File: src/rtl/io_pad_pkg.sv
// Shared definitions for the tristate pad controller.
//   pad_state_t : per-pin direction state (IN, TA_OUT, OUT, TA_IN)
//   SYNC_STAGES : depth of the pad-input synchroniser
//   cnt_width() : turnaround counter width for a given TA_CYCLES
package io_pad_pkg;

  typedef enum logic [1:0] {
    IN     = 2'd0,
    TA_OUT = 2'd1,
    OUT    = 2'd2,
    TA_IN  = 2'd3
  } pad_state_t;

  localparam int unsigned SYNC_STAGES = 2;

  // Counter must hold TA_CYCLES+2 (release turnaround load value).
  function automatic int unsigned cnt_width(input int unsigned ta_cycles);
    return $clog2(ta_cycles + 3);
  endfunction

endpackage

File: src/rtl/io_pad_pin.sv
// One bidirectional pin: direction FSM with turnaround counter, output data
// register, 2-flop input synchroniser, edge detection and sticky edge flags.
// Ports:
//   clk, rst              : clock, synchronous active-high reset
//   dir_in                : requested direction (1 = input, 0 = output)
//   out_data              : data to drive
//   clr                   : clear sticky flags
//   dout                  : asynchronous pad value from the buffer
//   in_not_out, din       : registered buffer controls
//   in_sync               : synchronised pad value
//   rise, fall            : one-cycle edge pulses (only while in IN)
//   rise_flag, fall_flag  : sticky edge flags
//   busy                  : pin is in a turnaround state
module io_pad_pin
  import io_pad_pkg::*;
#(
  parameter int unsigned TA_CYCLES = 1
) (
  input  logic clk,
  input  logic rst,
  input  logic dir_in,
  input  logic out_data,
  input  logic clr,
  input  logic dout,
  output logic in_not_out,
  output logic din,
  output logic in_sync,
  output logic rise,
  output logic fall,
  output logic rise_flag,
  output logic fall_flag,
  output logic busy
);

  localparam int unsigned CW = cnt_width(TA_CYCLES);
  localparam logic [CW-1:0] CNT_TA  = CW'(TA_CYCLES);
  localparam logic [CW-1:0] CNT_REL = CW'(TA_CYCLES + 2);
  localparam logic [CW-1:0] CNT_ONE = CW'(1);

  pad_state_t state, state_nxt;
  logic [CW-1:0] cnt, cnt_nxt;
  logic [SYNC_STAGES-1:0] sync;
  logic s_d;
  logic en;

  assign in_sync = sync[SYNC_STAGES-1];
  assign en      = (state == IN);

  always_comb begin
    state_nxt = state;
    cnt_nxt   = cnt;
    case (state)
      IN: begin
        if (!dir_in) begin
          if (TA_CYCLES == 0) begin
            state_nxt = OUT;
          end else begin
            state_nxt = TA_OUT;
            cnt_nxt   = CNT_TA;
          end
        end
      end
      TA_OUT: begin
        // Withdrawn request wins over expiry: the pin never drives.
        // cnt may be 0 here when TA_CYCLES = 0 (entered from TA_IN).
        if (dir_in) begin
          state_nxt = IN;
        end else if (cnt <= CNT_ONE) begin
          state_nxt = OUT;
        end else begin
          cnt_nxt = cnt - CNT_ONE;
        end
      end
      OUT: begin
        if (dir_in) begin
          state_nxt = TA_IN;
          cnt_nxt   = CNT_REL;
        end
      end
      TA_IN: begin
        if (!dir_in) begin
          state_nxt = TA_OUT;
          cnt_nxt   = CNT_TA;
        end else if (cnt <= CNT_ONE) begin
          state_nxt = IN;
        end else begin
          cnt_nxt = cnt - CNT_ONE;
        end
      end
      default: begin
        state_nxt = TA_IN;
        cnt_nxt   = CNT_REL;
      end
    endcase
  end

  always_ff @(posedge clk) begin
    if (rst) begin
      state <= TA_IN;
      cnt   <= CNT_REL;
    end else begin
      state <= state_nxt;
      cnt   <= cnt_nxt;
    end
  end

  // in_not_out follows the current state one edge later, which gives the
  // k+1+TA_CYCLES drive latency and a one-edge release latency.
  always_ff @(posedge clk) begin
    if (rst) begin
      in_not_out <= 1'b1;
      busy       <= 1'b1;
      din        <= 1'b0;
    end else begin
      in_not_out <= (state != OUT);
      busy       <= (state_nxt == TA_OUT) || (state_nxt == TA_IN);
      din        <= out_data;
    end
  end

  always_ff @(posedge clk) begin
    if (rst) begin
      sync      <= '0;
      s_d       <= 1'b0;
      rise      <= 1'b0;
      fall      <= 1'b0;
      rise_flag <= 1'b0;
      fall_flag <= 1'b0;
    end else begin
      sync      <= {sync[SYNC_STAGES-2:0], dout};
      s_d       <= in_sync;
      rise      <= in_sync & ~s_d & en;
      fall      <= ~in_sync & s_d & en;
      rise_flag <= rise | (rise_flag & ~clr);
      fall_flag <= fall | (fall_flag & ~clr);
    end
  end

endmodule

File: src/rtl/io_pad_ctrl.sv
// Fabric-side controller for WIDTH tristate pad buffers. Each pin is an
// independent io_pad_pin instance.
// Ports:
//   wb_clk_i, wb_rst_i       : clock, synchronous active-high reset
//   dir_in_i                 : requested direction per pin (1 = input)
//   out_data_i               : output data per pin
//   clr_i                    : sticky flag clear per pin
//   dout_i                   : pad value from buffer (asynchronous)
//   in_not_out_o, din_o      : buffer tristate control and drive data
//   in_sync_o                : synchronised pad value
//   rise_o, fall_o           : edge pulses
//   rise_flag_o, fall_flag_o : sticky edge flags
//   busy_o                   : pin in turnaround
module io_pad_ctrl
  import io_pad_pkg::*;
#(
  parameter int unsigned WIDTH     = 8,
  parameter int unsigned TA_CYCLES = 1
) (
  input  logic             wb_clk_i,
  input  logic             wb_rst_i,
  input  logic [WIDTH-1:0] dir_in_i,
  input  logic [WIDTH-1:0] out_data_i,
  input  logic [WIDTH-1:0] clr_i,
  output logic [WIDTH-1:0] in_not_out_o,
  output logic [WIDTH-1:0] din_o,
  input  logic [WIDTH-1:0] dout_i,
  output logic [WIDTH-1:0] in_sync_o,
  output logic [WIDTH-1:0] rise_o,
  output logic [WIDTH-1:0] fall_o,
  output logic [WIDTH-1:0] rise_flag_o,
  output logic [WIDTH-1:0] fall_flag_o,
  output logic [WIDTH-1:0] busy_o
);

  for (genvar i = 0; i < WIDTH; i++) begin : g_pin
    io_pad_pin #(
      .TA_CYCLES(TA_CYCLES)
    ) u_pin (
      .clk       (wb_clk_i),
      .rst       (wb_rst_i),
      .dir_in    (dir_in_i[i]),
      .out_data  (out_data_i[i]),
      .clr       (clr_i[i]),
      .dout      (dout_i[i]),
      .in_not_out(in_not_out_o[i]),
      .din       (din_o[i]),
      .in_sync   (in_sync_o[i]),
      .rise      (rise_o[i]),
      .fall      (fall_o[i]),
      .rise_flag (rise_flag_o[i]),
      .fall_flag (fall_flag_o[i]),
      .busy      (busy_o[i])
    );
  end

endmodule

File: config.mk
export PLATFORM = sky130hd
export DESIGN_NAME = io_pad_ctrl
export DESIGN_NICKNAME = d
export VERILOG_FILES = /design/src/rtl/io_pad_pkg.sv /design/src/rtl/io_pad_pin.sv /design/src/rtl/io_pad_ctrl.sv
export SDC_FILE = /design/constraint.sdc
export NUM_CORES = 1
export LEC_CHECK = 0
export BUFFER_PORTS_ARGS = -buffer_cell sky130_fd_sc_hd__buf_4
export CELL_PAD_IN_SITES_DETAIL_PLACEMENT = 0
export CELL_PAD_IN_SITES_GLOBAL_PLACEMENT = 1
export CORE_ASPECT_RATIO = 0.9
export CORE_MARGIN = 4
export CORE_UTILIZATION = 43
export CTS_BUF_LIST = sky130_fd_sc_hd__clkbuf_8
export CTS_CLUSTER_SIZE = 25
export DETAILED_ROUTE_END_ITERATION = 12
export PLACE_DENSITY = 0.83
export REMOVE_ABC_BUFFERS = 1
export SLEW_MARGIN = 10
export SYNTH_ARGS = -nofsm -noshare
export SYNTH_HDL_FRONTEND = slang
export SYNTH_SLANG_ARGS = --single-unit
File: constraint.sdc
create_clock -name wb_clk_i -period 1.25 [get_ports wb_clk_i]
set_input_delay 0.25 -clock wb_clk_i [delete_from_list [all_inputs] [get_ports wb_clk_i]]
set_output_delay 0.25 -clock wb_clk_i [all_outputs]
set_load 0.01 [all_outputs]
==> results by group, run 1 <==
Run status
  • Status: completed

Power and ir drop
  • Comb pwr share: between 20% and 30%
  • Peak VDD IR: 0.893 mV
  • Pint: 5.94 mW
  • Clock power share: 25.1%
  • Sequential Power Share: around 52%
  • Sw frac: roughly 29%
  • Net Switching: 2.38 mW
  • Total power per unit cell area: 1550 nW/um^2
  • Tot Pwr: 8.32 mW
  • LEAKAGE: between 2 and 2.5 nW

Yosys
  • Top_reg_cell synth: dfxtp_1
  • Yosys reg bits: 111
  • Post-Syn Area per Cell: around 9.6 sq um
  • Synth Warn #: 0
  • Leading area contributor after synthesis: dfxtp_1
  • Library cells used by synthesis: 42
  • Post-synthesis cell area: 4740 sq um
  • Seq/Total Area, Yosys: 46.9%
  • Share of the synthesized area in the top cell type: 46.9%
  • Synth top area cells: dfxtp_1, buf_4, nor2b_1
  • Post-synth EDFFs: 0
  • Post-synth ARST share: 0%
  • Post-Synthesis Cells: 493

Critical path
  • Crit start category: register
  • Worst Reg-to-Reg Cells: 5
  • Nature of the critical path endpoint: register
  • Crit path kind: register to register
  • CP Data Required Time: 1.50 ns
  • Worst Path Max Fanout: 4
  • Critical path arrival: 1.44 ns

Placed design
  • DP HPWL: 6.19 mm
  • DP Area: 5160 sq um
  • Dpl cells: about 660
  • Post-place setup slack: 0.0177 ns
  • Routability Congestion: 0.778
  • IO buf count: 97

Clock tree
  • CTS tree: yes
  • Hold buffers post-CTS: 0
  • Clock Pin Slew Worst Setup and Hold Paths: 0.09 ns
  • Postcts setup bufs: 0
  • CTS sink cnt: between 100 and 150
  • Buffer levels on the longest clock path: 2
  • H-tree depth: 3
  • Skew-Pair Late Insertion Delay: between 0.3 and 0.4 ns
  • Clock tree root driver cell: clkbuf_8
  • Inserted Clock Buffers: 9

Timing
  • Final setup fails: 0
  • Slew margin rel.: 69.0%
  • Slew at the pin with the worst max-slew slack: 0.464 ns
  • Max Clk Rate: 841 MHz
  • Pins Over Slew Limit: 0
  • Unrepaired setup endpoints after global routing: true
  • Hold Fails Final Rpt: 0
  • Final setup TNS: 0 ns
  • Clock skew: 0.00775 ns
  • Setup ws final: 0.0603 ns
  • Crit path time final: 1.19 ns
  • Final Cycle Share: 95.2%

Route
  • Routed vias: 3309
  • Total Wirelength: 8.52 mm
  • WL per Instance: approximately 13 um
  • ANT nets after route: 0
  • Vias per inst: 4.94
  • Pre-antenna DRT Iters: 4
  • Drt drc: 0
  • Initial DRC Count: ~130

Run
  • Max Cap Viol: 0

Layout
  • Final std cells w/o fill: 670
  • Design area: 5380 sq um
  • Commonest non-fill, non-tap cell in the layout: buf_4
  • Fraction of layout cells with a size suffix above 1: 27.6%
  • Nets: 583
  • Area Overhead vs Synth: 13.6%
  • Most frequent cells in the layout: buf_4, dfxtp_1, nor2b_1
  • # diodes: 0

Global routing
  • Initial antenna violation count: 0
  • Pin count of the biggest net entering global routing: 42
  • GRT Total Usage: 13.8%
  • Global-route wire length before repair: 14.5 mm
  • Number of global-route vias before repair: roughly 3.2k
  • Total grt overflow: 0

Die
  • Die width: 119 um
  • IO Pins: just under 100
  • Die Ht: 108 um
  • Cell Rows: 36
  • Initial Util: between 40% and 50%
  • Core area: 10800 sq um
  • Die area: 12800 sq um

Min path
  • HP Class: input port to register
  • Hold Path Stages: 2
==> path summary, 6_finish.rpt <==
| path | start | to | slack [ns] |
|---|---|---|---|
| min reg2reg | g_pin[4].u_pin.s_d | g_pin[4].u_pin.rise | 0.41 |
| max reg2reg | g_pin[2].u_pin.cnt[1] | g_pin[2].u_pin.state[1] | 0.06 |
| min | dout_i[1] | g_pin[1].u_pin.sync[0] | 0.09 |
| max | g_pin[2].u_pin.cnt[1] | g_pin[2].u_pin.state[1] | 0.06 |
==> final cells by class <==
type | count | area, sq um
Fill cell | 1037 | 5430
Sequential cell | 111 | 2240
Multi-Input combinational cell | 276 | 1860
Timing Repair Buffer | 110 | 826
Tap cell | 133 | 166
Clock buffer | 10 | 138
Inverter | 25 | 93.8
Clock inverter | 5 | 58.8
==> layer usage <==
metal	routed length [um]	track usage (%)	share of wire [%]	vias up
met3	595	5.62	7.0	13
met4	128	4.55	1.5	0
met5	0	0	0	-
met2	4090	23.2	48	76
met1	3710	16.0	44	1528
li1	-	-	-	1692
==> cells in the mapped netlist (3+ instances only) <==
master     number
a31o_2          3
a31o_1          5
a311o_1         7
o221ai_1        4
nor2_1         27
clkbuf_1        5
and4_1          4
nor4b_1         5
nand3_1         8
and2_1          9
o21ai_0         6
nor2b_1        39
nor3b_1         7
a21o_1          3
a21boi_0        7
or3b_1          3
nand3b_1        9
nand4_1         4
buf_4          67
nor4_1          5
a2bb2oi_1       3
or3_1           4
o21bai_1       12
nand2b_1       33
a21oi_1        34
a31oi_1         4
buf_2           6
dfxtp_1       111
ha_1           16
inv_1          25
and3_1          4
==> timing repair <==
| action | in CTS | in global routing |
|---|---|---|
| setup endpoints to repair | 1 | 18 |
| resized for setup | 1 | 16 |
| pin swaps | 0 | 3 |
==> through the flow <==
stage,hold slack [ns],utilization [%]
2_1_floorplan,0.322,-
3_3_place_gp,0.393,47.7
3_5_place_dp,0.402,47.7
6_report,0.0933,49.8
4_1_cts,0.0683,49.6
5_1_grt,0.0664,49.8
==> cell families (layout without fill, tap and decap cells) <==
| family | count (synthesis) | in the layout | synth area share (%) |
|---|---|---|---|
| buffers and inverters | 106 | 150 | 14.0 |
| and+or+nand+nor | 170 | 170 | 22.0 |
| AOI/OAI and AO/OA | 90 | 90 | 12.9 |
| DFF | 111 | 111 | 46.9 |
| adders and majority gates | 16 | 16 | 4.22 |
==> sequential cells by signal (all words and copies together) (netlist names) <==
signal,flops
g_pin.u_pin.sync,16
g_pin.u_pin.fall_flag,8
g_pin.u_pin.rise,8
g_pin.u_pin.fall,8
g_pin.u_pin.state,16
g_pin.u_pin.rise_flag,8
g_pin.u_pin.in_not_out,8
g_pin.u_pin.s_d,8
g_pin.u_pin.cnt,16
g_pin.u_pin.din,8
g_pin.u_pin.busy,7
==> critical path, cell delays in order (launching register included) <==
cell and delay (ns):
dfxtp_2 0.34, inv_1 0.08, ha_1 0.16, nand3b_1 0.10, a21boi_0 0.08, a311o_1 0.33
==> power groups by stage <==
stage                     sequential (mW)  clock (mW)  combinational, mW
final                                4.36        2.09               1.87
after global routing                 4.43        2.35               2.12
after CTS                            4.33        2.21               1.88
after detailed placement             4.41           0               1.86
after global placement               4.39           0               1.81
after floorplan                      4.40           0               1.14
Power figures use the tool's default switching activity.
==> run 2: changes to the inputs <==
- CORE_UTILIZATION: 43 -> 41
- CTS_BUF_LIST: sky130_fd_sc_hd__clkbuf_8 -> unset
- PLACE_DENSITY: 0.83 -> 0.8
==> run 2 against run 1 <==
Via count decreased by 1.0%. Final cell count is 3.0% higher. Clock skew fell by 0.00099 ns. Routed wire length up 1.4%. Largest power group unchanged. Non-clock buffer count rose by 1.
==> results by group, run 2 (same netlist as run 1, synthesis figures left out) <==
Run status
  • Status: completed

Route
  • Drt drc: 0
  • ANT nets after route: 0
  • Pre-antenna DRT Iters: 4
  • Total Wirelength: 8.63 mm
  • WL per Instance: 12.5 um
  • Vias per inst: between 4 and 5
  • Routed vias: about 3.3k
  • Initial DRC Count: 131

Critical path
  • Worst Path Max Fanout: 4
  • CP Data Required Time: 1.48 ns
  • Nature of the critical path endpoint: register
  • Crit path kind: register to register
  • Critical path arrival: between 1 and 1.5 ns
  • Crit start category: register

Power and ir drop
  • LEAKAGE: 2.43 nW
  • Peak VDD IR: 0.885 mV
  • Total power per unit cell area: 1660 nW/um^2
  • Tot Pwr: 9.20 mW

Timing
  • Final setup fails: 0
  • Unrepaired setup endpoints after global routing: true
  • Hold Fails Final Rpt: 0
  • Final Cycle Share: 98.3%
  • Max Clk Rate: 814 MHz
  • Setup ws final: roughly 0.022 ns
  • Slew at the pin with the worst max-slew slack: ~0.4 ns
  • Slew margin rel.: 72.5%
  • Crit path time final: 1.23 ns
  • Clock skew: 0.00676 ns
  • Pins Over Slew Limit: 0

Die
  • Initial Util: between 40 and 50%
  • Cell Rows: 36
  • Die area: 13300 sq um
  • Die width: 121 um
  • IO Pins: 98
  • Die Ht: 110 um
  • Core area: ~11000 sq um

Clock tree
  • Clock Pin Slew Worst Setup and Hold Paths: 0.07 ns
  • Hold buffers post-CTS: 0
  • Inserted Clock Buffers: 9
  • CTS tree: yes
  • H-tree depth: 3
  • Buffer levels on the longest clock path: 2
  • CTS sink cnt: 111
  • Clock tree root driver cell: clkbuf_16
  • Skew-Pair Late Insertion Delay: 0.34 ns

Global routing
  • Met2 Track Usage GR: between 20% and 30%
  • Pin count of the biggest net entering global routing: 38
  • Initial antenna violation count: 0
  • Global-route wire length before repair: 14.5 mm
  • Global routing met1 resource utilization: 16.1%
  • Number of global-route vias before repair: ~3.2k
  • GRT Total Usage: 13.5%
  • Total grt overflow: 0
  • GR peak layer: met2
  • M3 GR Usage: 5.61%

Placed design
  • Routability Congestion: between 0.8 and 0.9
  • IO buf count: 97
  • DP HPWL: 6.28 mm
  • Post-place setup slack: 0.0130 ns

Layout
  • Nets: 584
  • Largest regs: g_pin.u_pin.cnt x16, g_pin.u_pin.state x16, g_pin.u_pin.sync x16
  • Area Overhead vs Synth: 16.6%
  • # diodes: 0
  • Most frequent cells in the layout: buf_4, dfxtp_1, nor2b_1
  • Commonest non-fill, non-tap cell in the layout: buf_4
  • Fraction of layout cells with a size suffix above 1: 26.8%
  • Fillers: 1070
  • Sequential cell area: around 2200 sq um
  • Post-layout util: around half
  • Area occupied by multi-input gates: 1860 sq um

Min path
  • HP Class: input port to register

Run
  • Max Cap Viol: 0
==> run 2: power by group <==
| group | switching, mW | internal [mW] |
|---|---|---|
| logic | 0.851 | 1.02 |
| registers | 0.400 | 3.95 |
| clock network | 1.19 | 1.79 |
| total | 2.44 | 6.76 |
==> run 2: critical path: stages (launching register included) <==
cell and delay (ns):
dfxtp_2 0.35, inv_1 0.08, ha_1 0.17, nand3b_1 0.11, a21boi_0 0.08, a311o_1 0.33
==> run 2: final timing paths <==
check	depth (start not counted)	from	end	slack [ns]
hold reg to reg	1	g_pin[5].u_pin.s_d	g_pin[5].u_pin.rise	0.41
hold / removal	2	out_data_i[1]	g_pin[1].u_pin.din	0.12
setup / recovery	5	g_pin[5].u_pin.cnt[1]	g_pin[5].u_pin.state[1]	0.02
setup reg to reg	5	g_pin[5].u_pin.cnt[1]	g_pin[5].u_pin.state[1]	0.02
==> run 2: layout make-up <==
cell class              count  area share [%]
clock buffers              11            4.39
clock inverters             4            1.27
inverters                  25            1.70
multi-input cells         276            33.7
flip-flops and latches    111            40.4
well taps                 152            3.44
repair buffers            111            15.1
==> run 2: stage by stage <==
step                setup TNS [ns]  cells  cell area [sq um]  hold slack [ns]
global route                -0.102    690               5530            0.117
global placement                 0    675               5190            0.391
detailed placement               0    675               5190            0.401
CTS                              0    690               5500            0.103
floorplan                        0    412               4170            0.322
finish                           0    690               5530            0.119
==> run 2: what timing repair did <==
action | in CTS | in global routing
setup endpoints to repair | 0 | 14
resized for setup | 0 | 12
buffers inserted | 0 | 0
==> run 2: per-layer routing <==
layer,share of wire [%],wire (um)
met3,7.6,655
met5,0,0
met1,47,4020
met2,45,3870
met4,0.97,84
==> run 3: changes to the inputs <==
- CORE_UTILIZATION: 41 -> 45
- PLACE_DENSITY: 0.8 -> 0.86
- RECOVER_POWER: unset -> 50
- clock period: 1.25 -> 1.5 ns (I/O delays scaled with it)
==> run 3 against run 2 <==
Utilization up 2.5 points. Die area down 8.3%. Worst setup slack better by 0.20 ns. Clock power down 14%. Final cell count down 4.1%. Sequential power down 17%. Critical path depth down 4. Power down 17%.
==> results by group, run 3 (same netlist as run 1, synthesis figures left out) <==
Clock tree
  • Post-cts sizing count: 0
  • CTS sink cnt: roughly 110
  • CTS tree: yes
  • Buffer levels on the longest clock path: 2
  • Clock tree root driver cell: clkbuf_16
  • Hold buffers post-CTS: 0
  • Inserted Clock Buffers: 9
  • H-tree depth: 3
  • Postcts setup bufs: 0
  • Skew-Pair Late Insertion Delay: 0.34 ns
  • Clock Pin Slew Worst Setup and Hold Paths: about 0.070 ns

Critical path
  • Biggest cell delay along the critical path: 0.46 ns
  • Worst Path Max Fanout: 9
  • Nature of the critical path endpoint: primary output
  • Worst Reg-to-Reg Cells: 4
  • CP Data Required Time: approximately 1.2 ns
  • Reg2Reg Launch Point: g_pin[7].u_pin.cnt[1]
  • Crit path kind: register to primary output
  • Crit-path cells: buf_4
  • CP max-delay cell: dfxtp_1
  • Crit path from: g_pin[4].u_pin.state[0]
  • Critical path arrival: 0.98 ns
  • Crit start category: register
  • Buf+Inv Stages, Crit Path: 1
  • Top delay family on crit path: flip-flops
  • WP depth: 1

Power and ir drop
  • LEAKAGE: 2.33 nW
  • Peak VDD IR: 1.02 mV
  • Total power per unit cell area: 1420 nW/um^2

Timing
  • Slew margin rel.: 67.8%
  • Setup ws final: 0.222 ns
  • Slew at the pin with the worst max-slew slack: 0.482 ns
  • Max Clk Rate: 783 MHz
  • Final setup TNS: 0 ns
  • Clock skew: between 0.003 and 0.004 ns
  • Final Cycle Share: 85.2%
  • Final hold slack: 0.164 ns
  • Pins Over Slew Limit: 0
  • Hold Fails Final Rpt: 0
  • Crit path time final: ~1.3 ns
  • Final setup fails: 0
  • Unrepaired setup endpoints after global routing: false

Placed design
  • DP Area: slightly above 5000 sq um
  • IO buf count: 97
  • Post-place setup slack: 0.222 ns
  • DP HPWL: 6.36 mm
  • Routability Congestion: 0.814

Layout
  • Area occupied by multi-input gates: 1850 sq um
  • Most frequent cells in the layout: dfxtp_1, buf_4, nor2b_1
  • Sequential cell area: 2220 sq um
  • Design area: approximately 5400 sq um
  • # diodes: 0
  • Area Overhead vs Synth: 13.3%
  • Fraction of layout cells with a size suffix above 1: about 19%
  • Largest regs: g_pin.u_pin.cnt x16, g_pin.u_pin.state x16, g_pin.u_pin.sync x16
  • Fillers: 965
  • Nets: 578
  • Commonest non-fill, non-tap cell in the layout: dfxtp_1

Run
  • Max Cap Viol: 0

Die
  • Die area: 12200 sq um
  • Cell Rows: 35
  • Core area: 10200 sq um
  • Die Ht: 105 um
  • IO Pins: 98
  • Initial Util: 46.3%
  • Die width: 116 um

Min path
  • Hold Path Stages: 2
  • Min-delay src: out_data_i[4]
  • HP Class: input port to register

Route
  • Routed vias: 3269
  • Total Wirelength: between 8 and 9 mm
  • Initial DRC Count: 90
  • Drt drc: 0
  • WL per Instance: between 10 and 15 um
  • Vias per inst: 4.94
  • ANT nets after route: 0
  • Pre-antenna DRT Iters: 5

Global routing
  • GRT Total Usage: between 10% and 20%
  • Global-route wire length before repair: 14.0 mm
  • Initial antenna violation count: 0
  • Total grt overflow: 0
  • Pin count of the biggest net entering global routing: 27
  • Number of global-route vias before repair: approximately 3.1k

Run status
  • Status: completed
## run 3: changes by cell type in the layout (fill, tap and decap cells not counted), moves of 2 or more
cell        before  now
dfxtp_2          9    0
and2_1           9    4
ha_1            14   16
ha_2             2    0
clkbuf_1         1   25
buf_4          111   79
dfxtp_1        102  111
clkinvlp_4       0    2
and2_0           0    5
## run 3: path summary, 6_finish.rpt
path,endpoint,slack [ns]
hold / removal,g_pin[4].u_pin.din,0.16
hold reg to reg,g_pin[5].u_pin.rise,0.41
setup / recovery,busy_o[4],0.22
setup reg to reg,g_pin[7].u_pin.state[1],0.25
## run 3: metrics by stage
step / power (mW) / cells / util [%]
global placement: 5.12 / 646 / 50.1
finish: 7.62 / 662 / 52.4
CTS: 7.77 / 662 / 53.3
global route: 8.09 / 662 / 52.4
floorplan: 4.61 / 412 / -
detailed placement: 5.19 / 646 / 50.1
## run 3: layer usage
metal | up-vias | GRT usage, % | routed length [um]
li1 | 1689 | - | -
met1 | 1492 | 16.1 | 3660
met3 | 9 | 5.91 | 687
met2 | 79 | 23.5 | 3980
met4 | 0 | 4.47 | 101
met5 | - | 0 | 0
## run 3: worst register-to-register path: cells and delay by family (launching register included)
kind / cells / cell delay (ns)
flip-flops: 1 / 0.39
buffers and inverters: 1 / 0.08
AND/OR/NAND/NOR: 1 / 0.17
AO/OA/AOI/OAI: 1 / 0.31
adder cells (fa/ha/maj): 1 / 0.19
## run 3: area by class of cell
class	count	area share [%]
tap	129	3.01
inverter	25	1.75
clock inverter	5	1.49
timing repair buffer	105	13.2
multi-input combinational	276	34.5
sequential	111	41.4
clock buffer	11	4.71
## run 3: power breakdown
part	total (mW)	switching (mW)	leakage [nW]	internal, mW
Clock	2.57	1.02	0.158	1.55
Sequential	3.63	0.347	0.913	3.28
Combinational	1.42	0.679	1.25	0.737
